==> src/rtl/fetch_pkg.sv <==
// Shared types and constants for the instruction-fetch stage.
package fetch_pkg;

  localparam int unsigned XLEN        = 32;
  localparam int unsigned INSTR_BYTES = 4;
  localparam logic [XLEN-1:0] NOP_DEFAULT = 32'h0000_0013;

  typedef enum logic [1:0] {
    S_BOOT,
    S_RUN,
    S_HALT
  } state_e;

endpackage

==> src/rtl/if_fetch_unit_if.sv <==
// Fetch-stage bus: imem request/response channel plus the IF/ID output pair.
// master = fetch unit side, slave = memory / IF-ID side.
interface if_fetch_unit_if;
  import fetch_pkg::*;

  logic            imem_req_valid;
  logic            imem_req_ready;
  logic [XLEN-1:0] imem_req_addr;
  logic            imem_rsp_valid;
  logic [XLEN-1:0] imem_rsp_data;
  logic            out_valid;
  logic            out_ready;
  logic [XLEN-1:0] instruction_out;
  logic [XLEN-1:0] PC_out;

  modport master (
    output imem_req_valid, imem_req_addr, out_valid, instruction_out, PC_out,
    input  imem_req_ready, imem_rsp_valid, imem_rsp_data, out_ready
  );

  modport slave (
    input  imem_req_valid, imem_req_addr, out_valid, instruction_out, PC_out,
    output imem_req_ready, imem_rsp_valid, imem_rsp_data, out_ready
  );
endinterface

==> src/rtl/fetch_fifo.sv <==
// Synchronous FIFO with flush, occupancy count and combinational head peek.
module fetch_fifo #(
  parameter  int unsigned WIDTH = 64,
  parameter  int unsigned DEPTH = 2,
  localparam int unsigned PTR_W = (DEPTH > 1) ? $clog2(DEPTH) : 1,
  localparam int unsigned CNT_W = $clog2(DEPTH + 1)
) (
  input  logic             clk,
  input  logic             rst,
  input  logic             push_i,
  input  logic [WIDTH-1:0] push_data_i,
  input  logic             pop_i,
  input  logic             flush_i,
  output logic [CNT_W-1:0] count_o,
  output logic             empty_o,
  output logic [WIDTH-1:0] head_o
);

  logic [WIDTH-1:0] mem_q [DEPTH];
  logic [PTR_W-1:0] rd_q, rd_d, wr_q, wr_d;
  logic [CNT_W-1:0] cnt_q, cnt_d;
  logic             full, do_push, do_pop;

  function automatic logic [PTR_W-1:0] ptr_inc(input logic [PTR_W-1:0] p);
    return (p == PTR_W'(DEPTH - 1)) ? '0 : p + PTR_W'(1);
  endfunction

  assign empty_o = (cnt_q == '0);
  assign full    = (cnt_q == CNT_W'(DEPTH));
  assign count_o = cnt_q;
  assign head_o  = mem_q[rd_q];

  // Pointer/count next state; flush wins over push and pop.
  always_comb begin
    do_pop  = pop_i && !empty_o;
    do_push = push_i && (!full || do_pop);
    rd_d    = rd_q;
    wr_d    = wr_q;
    cnt_d   = cnt_q;
    if (flush_i) begin
      rd_d  = '0;
      wr_d  = '0;
      cnt_d = '0;
    end else begin
      if (do_push) wr_d = ptr_inc(wr_q);
      if (do_pop)  rd_d = ptr_inc(rd_q);
      cnt_d = cnt_q + CNT_W'(do_push) - CNT_W'(do_pop);
    end
  end

  // Pointer and count registers.
  always_ff @(posedge clk) begin
    if (rst) begin
      rd_q  <= '0;
      wr_q  <= '0;
      cnt_q <= '0;
    end else begin
      rd_q  <= rd_d;
      wr_q  <= wr_d;
      cnt_q <= cnt_d;
    end
  end

  // Entry storage; contents are don't-care while the slot is empty.
  always_ff @(posedge clk) begin
    if (do_push && !flush_i) mem_q[wr_q] <= push_data_i;
  end

  // The fetch credit rule must keep pushes from ever hitting a full FIFO.
  assert property (@(posedge clk) disable iff (rst)
    !(push_i && full && !pop_i && !flush_i));

endmodule

==> src/rtl/if_fetch_unit.sv <==
// Instruction-fetch stage: owns the PC, issues in-order imem requests under a
// credit limit, buffers responses with their PC and hands them to IF/ID.
// Redirects flush the buffer and squash responses still in flight.
// Optional macro FETCH_PERF_CNT_EN adds stall/squash performance counters.
module if_fetch_unit
  import fetch_pkg::*;
#(
  parameter logic [XLEN-1:0] RESET_PC        = 32'h0000_0000,
  parameter int unsigned     MAX_OUTSTANDING = 2,
  parameter int unsigned     FIFO_DEPTH      = 2,
  parameter logic [XLEN-1:0] NOP_INSTR       = NOP_DEFAULT
) (
  input  logic                  clk,
  input  logic                  rst,
  if_fetch_unit_if.master       bus,
  input  logic                  redirect_valid,
  input  logic [XLEN-1:0]       redirect_pc,
  input  logic                  halt
`ifdef FETCH_PERF_CNT_EN
  ,
  output logic [31:0]           perf_stall_cycles,
  output logic [31:0]           perf_squashed
`endif
);

  localparam int unsigned OUT_W  = $clog2(MAX_OUTSTANDING + 1);
  localparam int unsigned FCNT_W = $clog2(FIFO_DEPTH + 1);
  localparam int unsigned ENT_W  = 2 * XLEN;

  state_e              state_q, state_d;
  logic [XLEN-1:0]     fetch_pc_q, fetch_pc_d, resp_pc_q, resp_pc_d;
  logic [XLEN-1:0]     last_pc_q, last_pc_d, redirect_tgt;
  logic [OUT_W-1:0]    outst_q, outst_d, drop_q, drop_d;
  logic                req_valid, req_fire, rsp_keep, rsp_drop, pop_fire;
  logic [FCNT_W-1:0]   fifo_count;
  logic                fifo_empty;
  logic [ENT_W-1:0]    fifo_head;

  assign redirect_tgt = redirect_pc & ~XLEN'(INSTR_BYTES - 1);

  // Next state and request-valid; credits count both in-flight and buffered words.
  always_comb begin
    state_d   = state_q;
    req_valid = 1'b0;
    unique case (state_q)
      S_BOOT: state_d = S_RUN;
      S_RUN: begin
        if (!redirect_valid && halt) state_d = S_HALT;
        req_valid = !halt && !redirect_valid
                 && (outst_q < OUT_W'(MAX_OUTSTANDING))
                 && ((32'(outst_q) + 32'(fifo_count)) < 32'(FIFO_DEPTH));
      end
      S_HALT: if (redirect_valid) state_d = S_RUN;
      default: state_d = S_BOOT;
    endcase
  end

  // PC, credit and squash bookkeeping; a redirect overrides pop, push and halt.
  always_comb begin
    req_fire   = req_valid && bus.imem_req_ready;
    rsp_drop   = bus.imem_rsp_valid && ((drop_q != '0) || redirect_valid);
    rsp_keep   = bus.imem_rsp_valid && !rsp_drop;
    pop_fire   = !fifo_empty && bus.out_ready && !redirect_valid;
    outst_d    = outst_q + OUT_W'(req_fire) - OUT_W'(bus.imem_rsp_valid);
    fetch_pc_d = fetch_pc_q;
    resp_pc_d  = resp_pc_q;
    last_pc_d  = last_pc_q;
    drop_d     = drop_q;
    if (redirect_valid) begin
      fetch_pc_d = redirect_tgt;
      resp_pc_d  = redirect_tgt;
      drop_d     = outst_d;
    end else begin
      if (req_fire) fetch_pc_d = fetch_pc_q + XLEN'(INSTR_BYTES);
      if (rsp_keep) resp_pc_d  = resp_pc_q + XLEN'(INSTR_BYTES);
      if (rsp_drop) drop_d     = drop_q - OUT_W'(1);
      if (pop_fire) last_pc_d  = fifo_head[XLEN-1:0];
    end
  end

  // Control and PC registers.
  always_ff @(posedge clk) begin
    if (rst) begin
      state_q    <= S_BOOT;
      fetch_pc_q <= RESET_PC;
      resp_pc_q  <= RESET_PC;
      last_pc_q  <= RESET_PC;
      outst_q    <= '0;
      drop_q     <= '0;
    end else begin
      state_q    <= state_d;
      fetch_pc_q <= fetch_pc_d;
      resp_pc_q  <= resp_pc_d;
      last_pc_q  <= last_pc_d;
      outst_q    <= outst_d;
      drop_q     <= drop_d;
    end
  end

  fetch_fifo #(
    .WIDTH (ENT_W),
    .DEPTH (FIFO_DEPTH)
  ) u_fifo (
    .clk         (clk),
    .rst         (rst),
    .push_i      (rsp_keep),
    .push_data_i ({bus.imem_rsp_data, resp_pc_q}),
    .pop_i       (pop_fire),
    .flush_i     (redirect_valid),
    .count_o     (fifo_count),
    .empty_o     (fifo_empty),
    .head_o      (fifo_head)
  );

  assign bus.imem_req_valid  = req_valid;
  assign bus.imem_req_addr   = fetch_pc_q;
  assign bus.out_valid       = !fifo_empty;
  assign bus.instruction_out = fifo_empty ? NOP_INSTR : fifo_head[ENT_W-1:XLEN];
  assign bus.PC_out          = fifo_empty ? last_pc_q : fifo_head[XLEN-1:0];

`ifdef FETCH_PERF_CNT_EN
  logic [31:0] stall_q, squash_q;
  logic [32:0] squash_sum;

  // Squashes this cycle: one discarded response plus every flushed entry.
  always_comb begin
    squash_sum = {1'b0, squash_q} + 33'(rsp_drop)
               + (redirect_valid ? 33'(fifo_count) : 33'd0);
  end

  // Saturating performance counters.
  always_ff @(posedge clk) begin
    if (rst) begin
      stall_q  <= '0;
      squash_q <= '0;
    end else begin
      if (!fifo_empty && !bus.out_ready && (stall_q != '1)) stall_q <= stall_q + 32'd1;
      squash_q <= squash_sum[32] ? '1 : squash_sum[31:0];
    end
  end

  assign perf_stall_cycles = stall_q;
  assign perf_squashed     = squash_q;
`endif

endmodule

==> src/flat_wrapper.sv <==
// flat-port wrapper written by rule: the top's interface ports become plain ports
module if_fetch_unit_flat import fetch_pkg::*;
#(
  parameter logic [XLEN-1:0] RESET_PC        = 32'h0000_0000,
  parameter int unsigned     MAX_OUTSTANDING = 2,
  parameter int unsigned     FIFO_DEPTH      = 2,
  parameter logic [XLEN-1:0] NOP_INSTR       = NOP_DEFAULT
)
  (clk, rst, redirect_valid, redirect_pc, halt, bus_imem_req_valid, bus_imem_req_addr, bus_out_valid, bus_instruction_out, bus_PC_out, bus_imem_req_ready, bus_imem_rsp_valid, bus_imem_rsp_data, bus_out_ready);
  if_fetch_unit_if bus_i ();
  input  logic clk;
  input  logic rst;
  input  logic redirect_valid;
  input  logic [XLEN-1:0] redirect_pc;
  input  logic halt;
  output wire logic [$bits(bus_i.imem_req_valid)-1:0] bus_imem_req_valid;
  output wire logic [$bits(bus_i.imem_req_addr)-1:0] bus_imem_req_addr;
  output wire logic [$bits(bus_i.out_valid)-1:0] bus_out_valid;
  output wire logic [$bits(bus_i.instruction_out)-1:0] bus_instruction_out;
  output wire logic [$bits(bus_i.PC_out)-1:0] bus_PC_out;
  input wire logic [$bits(bus_i.imem_req_ready)-1:0] bus_imem_req_ready;
  input wire logic [$bits(bus_i.imem_rsp_valid)-1:0] bus_imem_rsp_valid;
  input wire logic [$bits(bus_i.imem_rsp_data)-1:0] bus_imem_rsp_data;
  input wire logic [$bits(bus_i.out_ready)-1:0] bus_out_ready;
  assign bus_imem_req_valid = bus_i.imem_req_valid;
  assign bus_imem_req_addr = bus_i.imem_req_addr;
  assign bus_out_valid = bus_i.out_valid;
  assign bus_instruction_out = bus_i.instruction_out;
  assign bus_PC_out = bus_i.PC_out;
  assign bus_i.imem_req_ready = bus_imem_req_ready;
  assign bus_i.imem_rsp_valid = bus_imem_rsp_valid;
  assign bus_i.imem_rsp_data = bus_imem_rsp_data;
  assign bus_i.out_ready = bus_out_ready;
  if_fetch_unit #(.RESET_PC(RESET_PC), .MAX_OUTSTANDING(MAX_OUTSTANDING), .FIFO_DEPTH(FIFO_DEPTH), .NOP_INSTR(NOP_INSTR)) u_core (.clk(clk), .rst(rst), .bus(bus_i), .redirect_valid(redirect_valid), .redirect_pc(redirect_pc), .halt(halt));
endmodule
==> config.mk <==
export PLATFORM = sky130hd
export DESIGN_NAME = if_fetch_unit_flat
export DESIGN_NICKNAME = d
export VERILOG_FILES = /design/src/rtl/fetch_pkg.sv /design/src/rtl/if_fetch_unit_if.sv /design/src/rtl/fetch_fifo.sv /design/src/rtl/if_fetch_unit.sv /design/src/flat_wrapper.sv
export SDC_FILE = /design/constraint.sdc
export NUM_CORES = 1
export LEC_CHECK = 0
export ABC_AREA = 1
export CAP_MARGIN = 40
export CELL_PAD_IN_SITES_DETAIL_PLACEMENT = 0
export CELL_PAD_IN_SITES_GLOBAL_PLACEMENT = 1
export CORE_MARGIN = 1.5
export CORE_UTILIZATION = 41
export CTS_CLUSTER_SIZE = 12
export DETAILED_ROUTE_END_ITERATION = 10
export MAX_ROUTING_LAYER = met4
export PLACE_DENSITY = 0.81
export SLEW_MARGIN = 20
export SYNTH_ARGS = -nofsm -noshare
export SYNTH_HDL_FRONTEND = slang
export SYNTH_SLANG_ARGS = --single-unit
==> constraint.sdc <==
create_clock -name clk -period 5.4 [get_ports clk]
set_clock_uncertainty 0.1 [all_clocks]
set_input_delay 1.08 -clock clk [delete_from_list [all_inputs] [get_ports clk]]
set_output_delay 1.08 -clock clk [all_outputs]
set_load 0.03 [all_outputs]
==> metrics.cfg, run 1 <==
[synth]
yosysTopAreaCell=edfxtp_1
seq_area_frac_synth_pct=54.41
ys_types=42
synthTopCellsByArea=edfxtp_1, dfxtp_1, nand2_1, a21oi_1, nor2_1
synthTopCellsByCount=nand2_1, edfxtp_1, nor2_1, dfxtp_1, inv_1
synth_top_area_share_pct=35.26
synth.cell_area_um2=10560
synth_edf_count=124
yosysMostFrequentCell=nand2_1
synth-seq-cells=225
syn-instance-count=1214
ys_warn_count=0
synth-async-reset-ratio_pct=0
synth_ff_type=edfxtp_1
avgSynthCellArea_um2=8.698

[floorplan]
core_um2=25250
die_y_um=163.5
die_area_um2=26730
ioPinCount=169
fp.dieW_um=163.5
row_count=58
start_util_pct=41.81

[grt]
track_usage_pct=20.08
grt-ovfl-total=0
antenna_found_initial=0
grt_pass1_wl_um=41240
grt_max_degree=92
grt_pass1_vias=7921

[timing]
relSlewSlack_pct=58.60
period_needed_ns=4.055
slew_viol_final=0
rsz0062_at_grt=false
fmax_ghz=0.2466
setup_violations=0
worst_pin_slew_ns=0.6204
finalHoldViolCount=0
finalCritPeriodShare_pct=75.09
fin_tns_setup_ns=0

[critical_path]
reg2regPathDepth=10
cp_data_required_time_ns=4.22
critical_path_class=primary input to primary output
r2r_start=u_core.u_fifo.count_o[0]
endpoint_kind=primary output
crit_fanout=36
crit_path_start_kind=primary input
worstPathArrival_ns=2.88
rrSetupSlack_ns=2.58
reg2reg_to=u_core.drop_q[1]

[detailed_routing]
drt-total-wl_um=26170
vias_per_cell=5.015
wl_per_cell_um=15.21
postRouteAntennaNets=0
drt_iter0_markers=459
dr.pass1.iters=5
drc=0
vias=8625

[cells_and_area]
fin_area_um2=13400
nFillCells=2367
area_growth_pct=26.86
utilization_pct=53.04
fin_nets=1449
diodes=0
drive_above_1_share_pct=6.331

[worst_hold_path]
min_path_type=flip-flop to flip-flop
worstHoldPathCells=1
whs_endpoint=u_core.last_pc_q[30]
min_from=u_core.last_pc_q[30]

[cts]
cts_tree=done
cts_buffers=26
root_buffer=clkbuf_16
cts.sinks=225
postCtsHoldBufs=0
htree_levels=1
clkTransAtPathRegs_ns=0.05
worstSkewPairLatency_ns=0.53
clock_path_buffers=3
post_cts_resized=0
cts_setup_buffers=0

[power]
vdd_drop_max_uv=202.3
power_density_nw_per_um2=309.5
leakage_nw=4.948
fin_total_pwr_mw=4.145

[placed_design]
placed_cell_area_um2=12490
gp_congestion=0.8700
port_buffers=162
dp_hpwl_um=18270

[run_status]
status=finished, final reports clean

[run]
cap_violations=0

## report_power, final
part	total, mW	leakage, nW	switching [mW]	internal (mW)
Clock	1.71	0.409	0.684	1.03
Sequential	1.96	1.97	0.0686	1.89
Combinational	0.471	2.57	0.281	0.190
Total	4.15	4.95	1.03	3.11
## routing by layer
metal  vias up  global-route usage [%]  routed length [um]
li1       4376                       -                   -
met1      3935                   26.78               12110
met2       269                   31.61               11620
met3        45                   3.225                1793
met4         0                   5.702                 641
met5         -                       -                   0
## worst max-delay path by stage
stage | startpoint | slack [ns] | cells past startpoint | endpoint
3_3_place_gp | redirect_valid | 1.34 | 7 | bus_imem_req_valid
6_report | redirect_valid | 1.34 | 7 | bus_imem_req_valid
3_5_place_dp | redirect_valid | 1.32 | 7 | bus_imem_req_valid
4_1_cts | redirect_valid | 1.32 | 7 | bus_imem_req_valid
2_1_floorplan | redirect_valid | 0.60 | 4 | u_core.u_fifo.mem_q[1][10]
5_1_grt | redirect_valid | 1.27 | 7 | bus_imem_req_valid
## cells by family after synthesis
kind of cell	Yosys count	synth area share, %
AND/OR/NAND/NOR	569	23.18
flip-flops	225	54.41
AO/OA/AOI/OAI	219	11.52
buffers and inverters	149	5.913
multiplexers	30	2.844
XOR/XNOR	13	1.078
adder cells (fa/ha/maj)	8	1.019
other	1	0.03552
## through the flow
step / hold slack (ns) / worst slack (ns) / std cells
final: 0.3615 / 1.345 / 1720
after CTS: 0.3663 / 1.317 / 1717
after detailed placement: 0.3532 / 1.321 / 1669
after global placement: 0.3457 / 1.341 / 1667
after floorplan: 0.3409 / 0.6001 / 1217
after global routing: 0.3824 / 1.266 / 1720
## critical path, cell delays in order
cell	delay, ns
clkdlybuf4s50_1	0.51
inv_8	0.25
nand2_4	0.08
nor2_4	0.12
nand2_2	0.09
inv_1	0.08
clkdlybuf4s50_1	0.66
## cell type report
cell class,count,area (um^2),area share (%)
well taps,330,412.9,3.082
clock inverters,9,108.9,0.8126
clock buffers,39,729.5,5.446
flip-flops and latches,225,5747,42.90
inverters,97,371.6,2.774
multi-input cells,843,4215,31.47
repair buffers,177,1810,13.52
## flip-flops by register name (all words and copies together), names as in the netlist, named ones only
signal / count
u_core.last_pc_q: 30
u_core.drop_q: 2
u_core.state_q: 2
u_core.u_fifo.wr_q: 1
u_core.u_fifo.count_o: 2
u_core.u_fifo.mem_q: 124
u_core.u_fifo.rd_q: 1
u_core.outst_q: 2
u_core.resp_pc_q: 30
u_core.bus.imem_req_addr: 30
## layout by cell type (no fill, tap or decap), types with 5 or more instances in the layout
cell type and instances:
a21oi_1 91, a31oi_1 8, buf_4 8, clkbuf_1 10, clkbuf_16 26, clkdlybuf4s50_1 161, clkinv_2 5, dfxtp_1 100
edfxtp_1 124, ha_1 7, inv_1 92, mux2i_1 30, nand2_1 341, nand3_1 63, nand3b_1 16, nand4_1 13
nor2_1 100, nor2_2 7, nor2_4 10, nor3_1 8, o211ai_1 5, o21a_1 30, o21ai_0 67, o21ai_1 9
xnor2_1 7, xor2_1 6
Power figures use the tool's default switching activity.
==> run 2, diff against run 1 <==
Settings changed: CORE_UTILIZATION 41 to 37, PLACE_DENSITY 0.81 to 0.77.
Clock period 5.4 ns to 3.4 ns, I/O delays scaled along.
==> run 2 against run 1 <==
  * Combinational power grew 59%
  * Clock power up 57%
  * Register-to-register slack worse by 1.7 ns
  * Critical path depth is 3 lower
  * Power rose by 58%
  * Critical path type is now flip-flop to primary output
==> metrics.cfg, run 2 (synthesized netlist as in run 1, its figures left out) <==
[timing]
fmax_ghz=0.3117
setup_violations=0  ; unchanged
fin_tns_setup_ns=0  ; unchanged
worst_slack_ns=0.1918  ; was 1.345 ns
timing.hold.ws_ns=0.3628  ; was 0.3615 ns
slew_viol_final=0  ; unchanged
rsz0062_at_grt=false  ; unchanged
worst_pin_slew_ns=0.5712  ; was 0.6204 ns
relSlewSlack_pct=61.92  ; was 58.60%
period_needed_ns=3.208
finalCritPeriodShare_pct=94.36
finalHoldViolCount=0  ; unchanged

[grt]
grt_pass1_vias=8136  ; was 7921
antenna_found_initial=0  ; unchanged
grt_pass1_wl_um=42150  ; was 41240 um
grt-ovfl-total=0  ; unchanged
grt_max_degree=63  ; was 92
track_usage_pct=18.66  ; was 20.08%

[critical_path]
rrSetupSlack_ns=0.89  ; was 2.58 ns
slowest_stage=clkdlybuf4s50_1  ; unchanged
crit_path_start_kind=flip-flop  ; was primary input
path_cells=buf_12 > mux2i_1 > o21ai_0 > clkdlybuf4s50_1  ; was clkdlybuf4s50_1 > inv_8 > nand2_4 > nor2_4 > nand2_2 > inv_1 > clkdlybuf4s50_1
crit_family=buffers and inverters  ; unchanged
cp_data_required_time_ns=2.62  ; was 4.22 ns
path_buf_inv=2  ; was 4
worstPathArrival_ns=2.43  ; was 2.88 ns
endpoint_kind=primary output  ; unchanged
crit_fanout=24  ; was 36
cpPeakStageDelay_ns=0.71  ; was 0.66 ns
critical_path_class=flip-flop to primary output  ; was primary input to primary output

[cells_and_area]
layout_commonest_cell=nand2_1  ; unchanged
drive_above_1_share_pct=6.600  ; was 6.331%
fin_nets=1454  ; was 1449
fin_area_um2=13440  ; was 13400 um^2
utilization_pct=48.12  ; was 53.04%
regArea_um2=5747  ; unchanged
max_flop_register=u_core.u_fifo.mem_q  ; unchanged
mostFrequentLayoutCells=nand2_1, clkdlybuf4s50_1, edfxtp_1  ; unchanged
largest_register_ffs=124  ; unchanged
nFillCells=2697  ; was 2367
fin_cells=1772  ; was 1720
diodes=0  ; unchanged
multi_input_area_um2=4215  ; unchanged
area_growth_pct=27.31  ; was 26.86%

[cts]
cts.sinks=225  ; unchanged
htree_levels=1  ; unchanged
clkTransAtPathRegs_ns=0.06  ; was 0.05 ns
postCtsHoldBufs=0  ; unchanged
worstSkewPairLatency_ns=0.53  ; about the same
cts_buffers=25  ; was 26
root_buffer=clkbuf_16  ; unchanged
cts_tree=done  ; unchanged
clock_path_buffers=3  ; unchanged

[floorplan]
fp.dieW_um=171.9  ; was 163.5 um
core_um2=27930  ; was 25250 um^2
ioPinCount=169  ; unchanged
die_y_um=171.9  ; was 163.5 um
die_area_um2=29560  ; was 26730 um^2
row_count=61  ; was 58
start_util_pct=37.80  ; was 41.81%

[detailed_routing]
dr.pass1.iters=4  ; was 5
postRouteAntennaNets=0  ; unchanged
drt_iter0_markers=495  ; was 459
drt-total-wl_um=27180  ; was 26170 um
vias_per_cell=4.841  ; was 5.015
wl_per_cell_um=15.34  ; was 15.21 um
drc=0  ; unchanged
vias=8578  ; was 8625

[power]
vdd_drop_max_uv=363.5  ; was 202.3 uV
p_int_mw=4.895  ; was 3.112 mW
power.switching_fraction_pct=25.22  ; was 24.94%
leakage_nw=4.961  ; was 4.948 nW
switchingPower_mw=1.651  ; was 1.034 mW
pwr-share-seq_pct=47.6  ; was 47.3%
clock_power_share_pct=40.9  ; was 41.3%
power_density_nw_per_um2=486.9  ; was 309.5 nW/um^2
fin_total_pwr_mw=6.546  ; was 4.145 mW
power_frac_comb_pct=11.4  ; about the same

[placed_design]
dp_hpwl_um=19130  ; was 18270 um
placed_cell_area_um2=12630  ; was 12490 um^2
dp_slack_ns=0.3376  ; was 1.321 ns
gp_congestion=0.8438  ; was 0.8700
port_buffers=162  ; unchanged
dp.cells=1726  ; was 1669

[worst_hold_path]
min_path_type=flip-flop to flip-flop  ; unchanged

[run]
cap_violations=0  ; unchanged

[run_status]
status=finished, final reports clean  ; unchanged

run 2: per-layer routing:
layer	vias to the layer above	global-route usage, %	wire (um)
li1	4397	-	-
met4	0	4.310	467
met2	246	29.37	11870
met3	38	3.159	1718
met5	-	-	0
met1	3897	25.20	13120
run 2: worst paths after layout:
path	cells past startpoint	start	end
hold reg to reg	1	u_core.last_pc_q[2]	u_core.last_pc_q[2]
setup reg to reg	11	u_core.u_fifo.count_o[0]	u_core.bus.imem_req_addr[12]
setup / recovery	4	flip-flop	bus_PC_out[7]
hold / removal	1	u_core.last_pc_q[2]	u_core.last_pc_q[2]
run 2: power groups by stage:
stage	clock network [mW]	logic [mW]	registers, mW
2_1_floorplan	0	0.413	3.18
3_3_place_gp	0	0.738	3.17
3_5_place_dp	0	0.751	3.17
4_1_cts	2.74	0.755	3.12
5_1_grt	2.86	0.825	3.13
6_report	2.68	0.749	3.12
run 2: cell type report:
type                    instances  area share (%)
clock buffers                  36           5.194
clock inverters                10          0.8377
inverters                      97           2.764
multi-input cells             843           31.36
flip-flops and latches        225           42.75
well taps                     378           3.518
repair buffers                183           13.58
run 2: timing repair:
item,CTS,global route
resized for setup,0,1
setup buffers,0,0
endpoints found under the setup margin,0,4
==> run 3, diff against run 2 <==
Settings changed: CORE_ASPECT_RATIO from default to 1.1, SLEW_MARGIN 20 to default.
Clock period 3.4 ns to 2.9 ns, I/O delays scaled along.
==> run 3 against run 2 <==
  * Clock-buffer cell count is 4 higher
  * Register-to-register slack got worse by 0.26 ns
  * Global-route usage decreased by 0.24 points
  * Hold slack worse by 0.00073 ns
  * Via count is 0.24% higher
  * Core utilization is 0.44 points higher
  * Sequential share of layout area down 0.37 points
  * Non-clock buffer count is 4 higher
  * Combinational power rose by 21%
  * Cell area increased by 0.97%
  * Critical endpoint is now bus_instruction_out[1]
  * Largest power group unchanged
  * Highest routed layer unchanged
==> metrics.cfg, run 3 (synthesized netlist as in run 1, its figures left out) <==
[run_status]
status=finished, final reports clean  ; unchanged

[cells_and_area]
layout_commonest_cell=nand2_1  ; unchanged
area_growth_pct=28.55  ; was 27.31%
drive_above_1_share_pct=10.15  ; was 6.600%
max_flop_register=u_core.u_fifo.mem_q  ; unchanged
diodes=0  ; unchanged
fin_nets=1459  ; was 1454
mostFrequentLayoutCells=nand2_1, edfxtp_1, clkdlybuf4s50_1  ; was nand2_1, clkdlybuf4s50_1, edfxtp_1
fin_cells=1762  ; was 1772
nFillCells=2656  ; was 2697
largest_register_ffs=124  ; unchanged

[detailed_routing]
postRouteAntennaNets=0  ; unchanged
vias=8599  ; was 8578
drc=0  ; unchanged
wl_per_cell_um=15.15  ; was 15.34 um
dr.pass1.iters=5  ; was 4
drt_iter0_markers=371  ; was 495
vias_per_cell=4.880  ; was 4.841
drt-total-wl_um=26690  ; was 27180 um

[cts]
cts_tree=done  ; unchanged
root_buffer=clkbuf_16  ; unchanged
cts_buffers=25  ; unchanged
htree_levels=1  ; unchanged
cts.sinks=225  ; unchanged
clkTransAtPathRegs_ns=0.06  ; about the same
clock_path_buffers=3  ; unchanged
worstSkewPairLatency_ns=0.53  ; about the same
postCtsHoldBufs=0  ; unchanged

[power]
pwr-share-seq_pct=47.6  ; about the same
power_frac_comb_pct=11.8  ; was 11.4%
leakage_nw=5.230  ; was 4.961 nW
p_int_mw=5.782  ; was 4.895 mW
power.switching_fraction_pct=24.68  ; was 25.22%
power_density_nw_per_um2=565.6  ; was 486.9 nW/um^2
vdd_drop_max_uv=366.5  ; was 363.5 uV
clock_power_share_pct=40.6  ; was 40.9%
switchingPower_mw=1.894  ; was 1.651 mW

[timing]
fmax_ghz=0.3608
slew_viol_final=0  ; unchanged
timing.hold.ws_ns=0.3621  ; was 0.3628 ns
period_needed_ns=2.772
worst_slack_ns=0.1285  ; was 0.1918 ns
finalCritPeriodShare_pct=95.57
setup_violations=0  ; unchanged
rsz0062_at_grt=false  ; unchanged
worst_pin_slew_ns=0.5604  ; was 0.5712 ns
fin_tns_setup_ns=0  ; unchanged
relSlewSlack_pct=62.64  ; was 61.92%
finalHoldViolCount=0  ; unchanged

[critical_path]
path_cells=inv_1 > buf_4 > nand2_1 > nand3_1 > clkdlybuf4s50_1  ; was buf_12 > mux2i_1 > o21ai_0 > clkdlybuf4s50_1
crit_fanout=22  ; was 24
crit_path_start_kind=flip-flop  ; unchanged
endpoint_kind=primary output  ; unchanged
worstPathArrival_ns=2.09  ; was 2.43 ns
crit_family=buffers and inverters  ; unchanged
rrSetupSlack_ns=0.63  ; was 0.89 ns
slowest_stage=clkdlybuf4s50_1  ; unchanged
cpPeakStageDelay_ns=0.67  ; was 0.71 ns
cp_data_required_time_ns=2.22  ; was 2.62 ns
critical_path_class=flip-flop to primary output  ; unchanged
path_buf_inv=3  ; was 2

[placed_design]
gp_congestion=0.8524  ; was 0.8438
dp_hpwl_um=19250  ; was 19130 um
dp_slack_ns=0.1342  ; was 0.3376 ns
dp.cells=1714  ; was 1726
port_buffers=162  ; unchanged

[floorplan]
die_area_um2=29560  ; about the same
start_util_pct=37.78  ; was 37.80%
row_count=64  ; was 61
die_y_um=180.2  ; was 171.9 um
ioPinCount=169  ; unchanged
fp.dieW_um=164.1  ; was 171.9 um
core_um2=27950  ; was 27930 um^2

[grt]
grt_pass1_wl_um=42430  ; was 42150 um
grt_pass1_vias=8141  ; was 8136
track_usage_pct=18.42  ; was 18.66%
antenna_found_initial=0  ; unchanged
grt_max_degree=63  ; unchanged
grt-ovfl-total=0  ; unchanged

[worst_hold_path]
min_path_type=flip-flop to flip-flop  ; unchanged

[run]
cap_violations=0  ; unchanged

-- run 3: cell count changes in the layout (fill, tap and decap cells not counted), moves of 2 or more --
cell,delta
dlymetal6s2s_1,+5
dlygate4sd2_1,+6
clkdlybuf4s50_1,-54
clkbuf_8,+3
clkbuf_1,+2
dfxtp_1,-2
buf_12,+16
buf_4,+30
clkinv_1,-2
clkinv_2,-4
-- run 3: path summary, 6_finish.rpt --
check,cells past startpoint,end,start
worst max-delay path,5,bus_instruction_out[1],flip-flop
worst min-delay path,1,u_core.last_pc_q[3],u_core.last_pc_q[3]
worst max register to register,10,u_core.bus.imem_req_addr[29],u_core.u_fifo.count_o[0]
worst min register to register,1,u_core.last_pc_q[3],u_core.last_pc_q[3]
-- run 3: layout make-up --
| class | instances | area [um^2] | share of cell area (%) |
|---|---|---|---|
| Sequential cell | 225 | 5752 | 42.38 |
| Timing Repair Buffer | 187 | 1957 | 14.42 |
| Clock inverter | 6 | 88.84 | 0.6545 |
| Inverter | 97 | 371.6 | 2.738 |
| Multi-Input combinational cell | 844 | 4228 | 31.15 |
| Tap cell | 363 | 454.2 | 3.346 |
| Clock buffer | 40 | 721.9 | 5.319 |
-- run 3: worst reg2reg max path: stages, from the launching register on --
cell,delay (ns)
dfxtp_2,0.37
nand2_1,0.07
inv_1,0.05
fa_1,0.52
nor3_4,0.22
nand3_4,0.22
nand2_4,0.18
buf_4,0.19
o21ai_0,0.09
inv_1,0.06
a21oi_1,0.06
-- run 3: layer usage --
metal | track usage (%) | routed length [um] | share of wire (%) | vias up
met2 | 29.55 | 12110 | 45 | 252
met5 | - | 0 | 0 | -
li1 | - | - | - | 4407
met4 | 3.891 | 414 | 1.6 | 0
met1 | 24.20 | 12330 | 46 | 3908
met3 | 3.406 | 1833 | 6.9 | 32
-- run 3: repair_timing --
action | 4_1_cts | 5_1_grt
cloned | 0 | 1
setup buffers | 0 | 1
gates resized for setup | 10 | 7
pin swaps | 0 | 2
endpoints found under the setup margin | 18 | 14
-- run 3: per-stage QoR --
stage	util (%)	area (um^2)	total power, mW
2_1_floorplan	-	10580	4.212
3_3_place_gp	45.53	12720	4.611
3_5_place_dp	45.53	12720	4.629
4_1_cts	48.46	13540	7.776
5_1_grt	48.57	13570	8.012
6_report	48.57	13570	7.676
-- run 3: power by group through the flow --
| stage | clock (mW) | combinational [mW] | sequential, mW |
|---|---|---|---|
| floorplan | 0 | 0.484 | 3.73 |
| global placement | 0 | 0.896 | 3.71 |
| detailed placement | 0 | 0.910 | 3.72 |
| CTS | 3.21 | 0.916 | 3.65 |
| global route | 3.34 | 0.999 | 3.67 |
| finish | 3.12 | 0.907 | 3.65 |
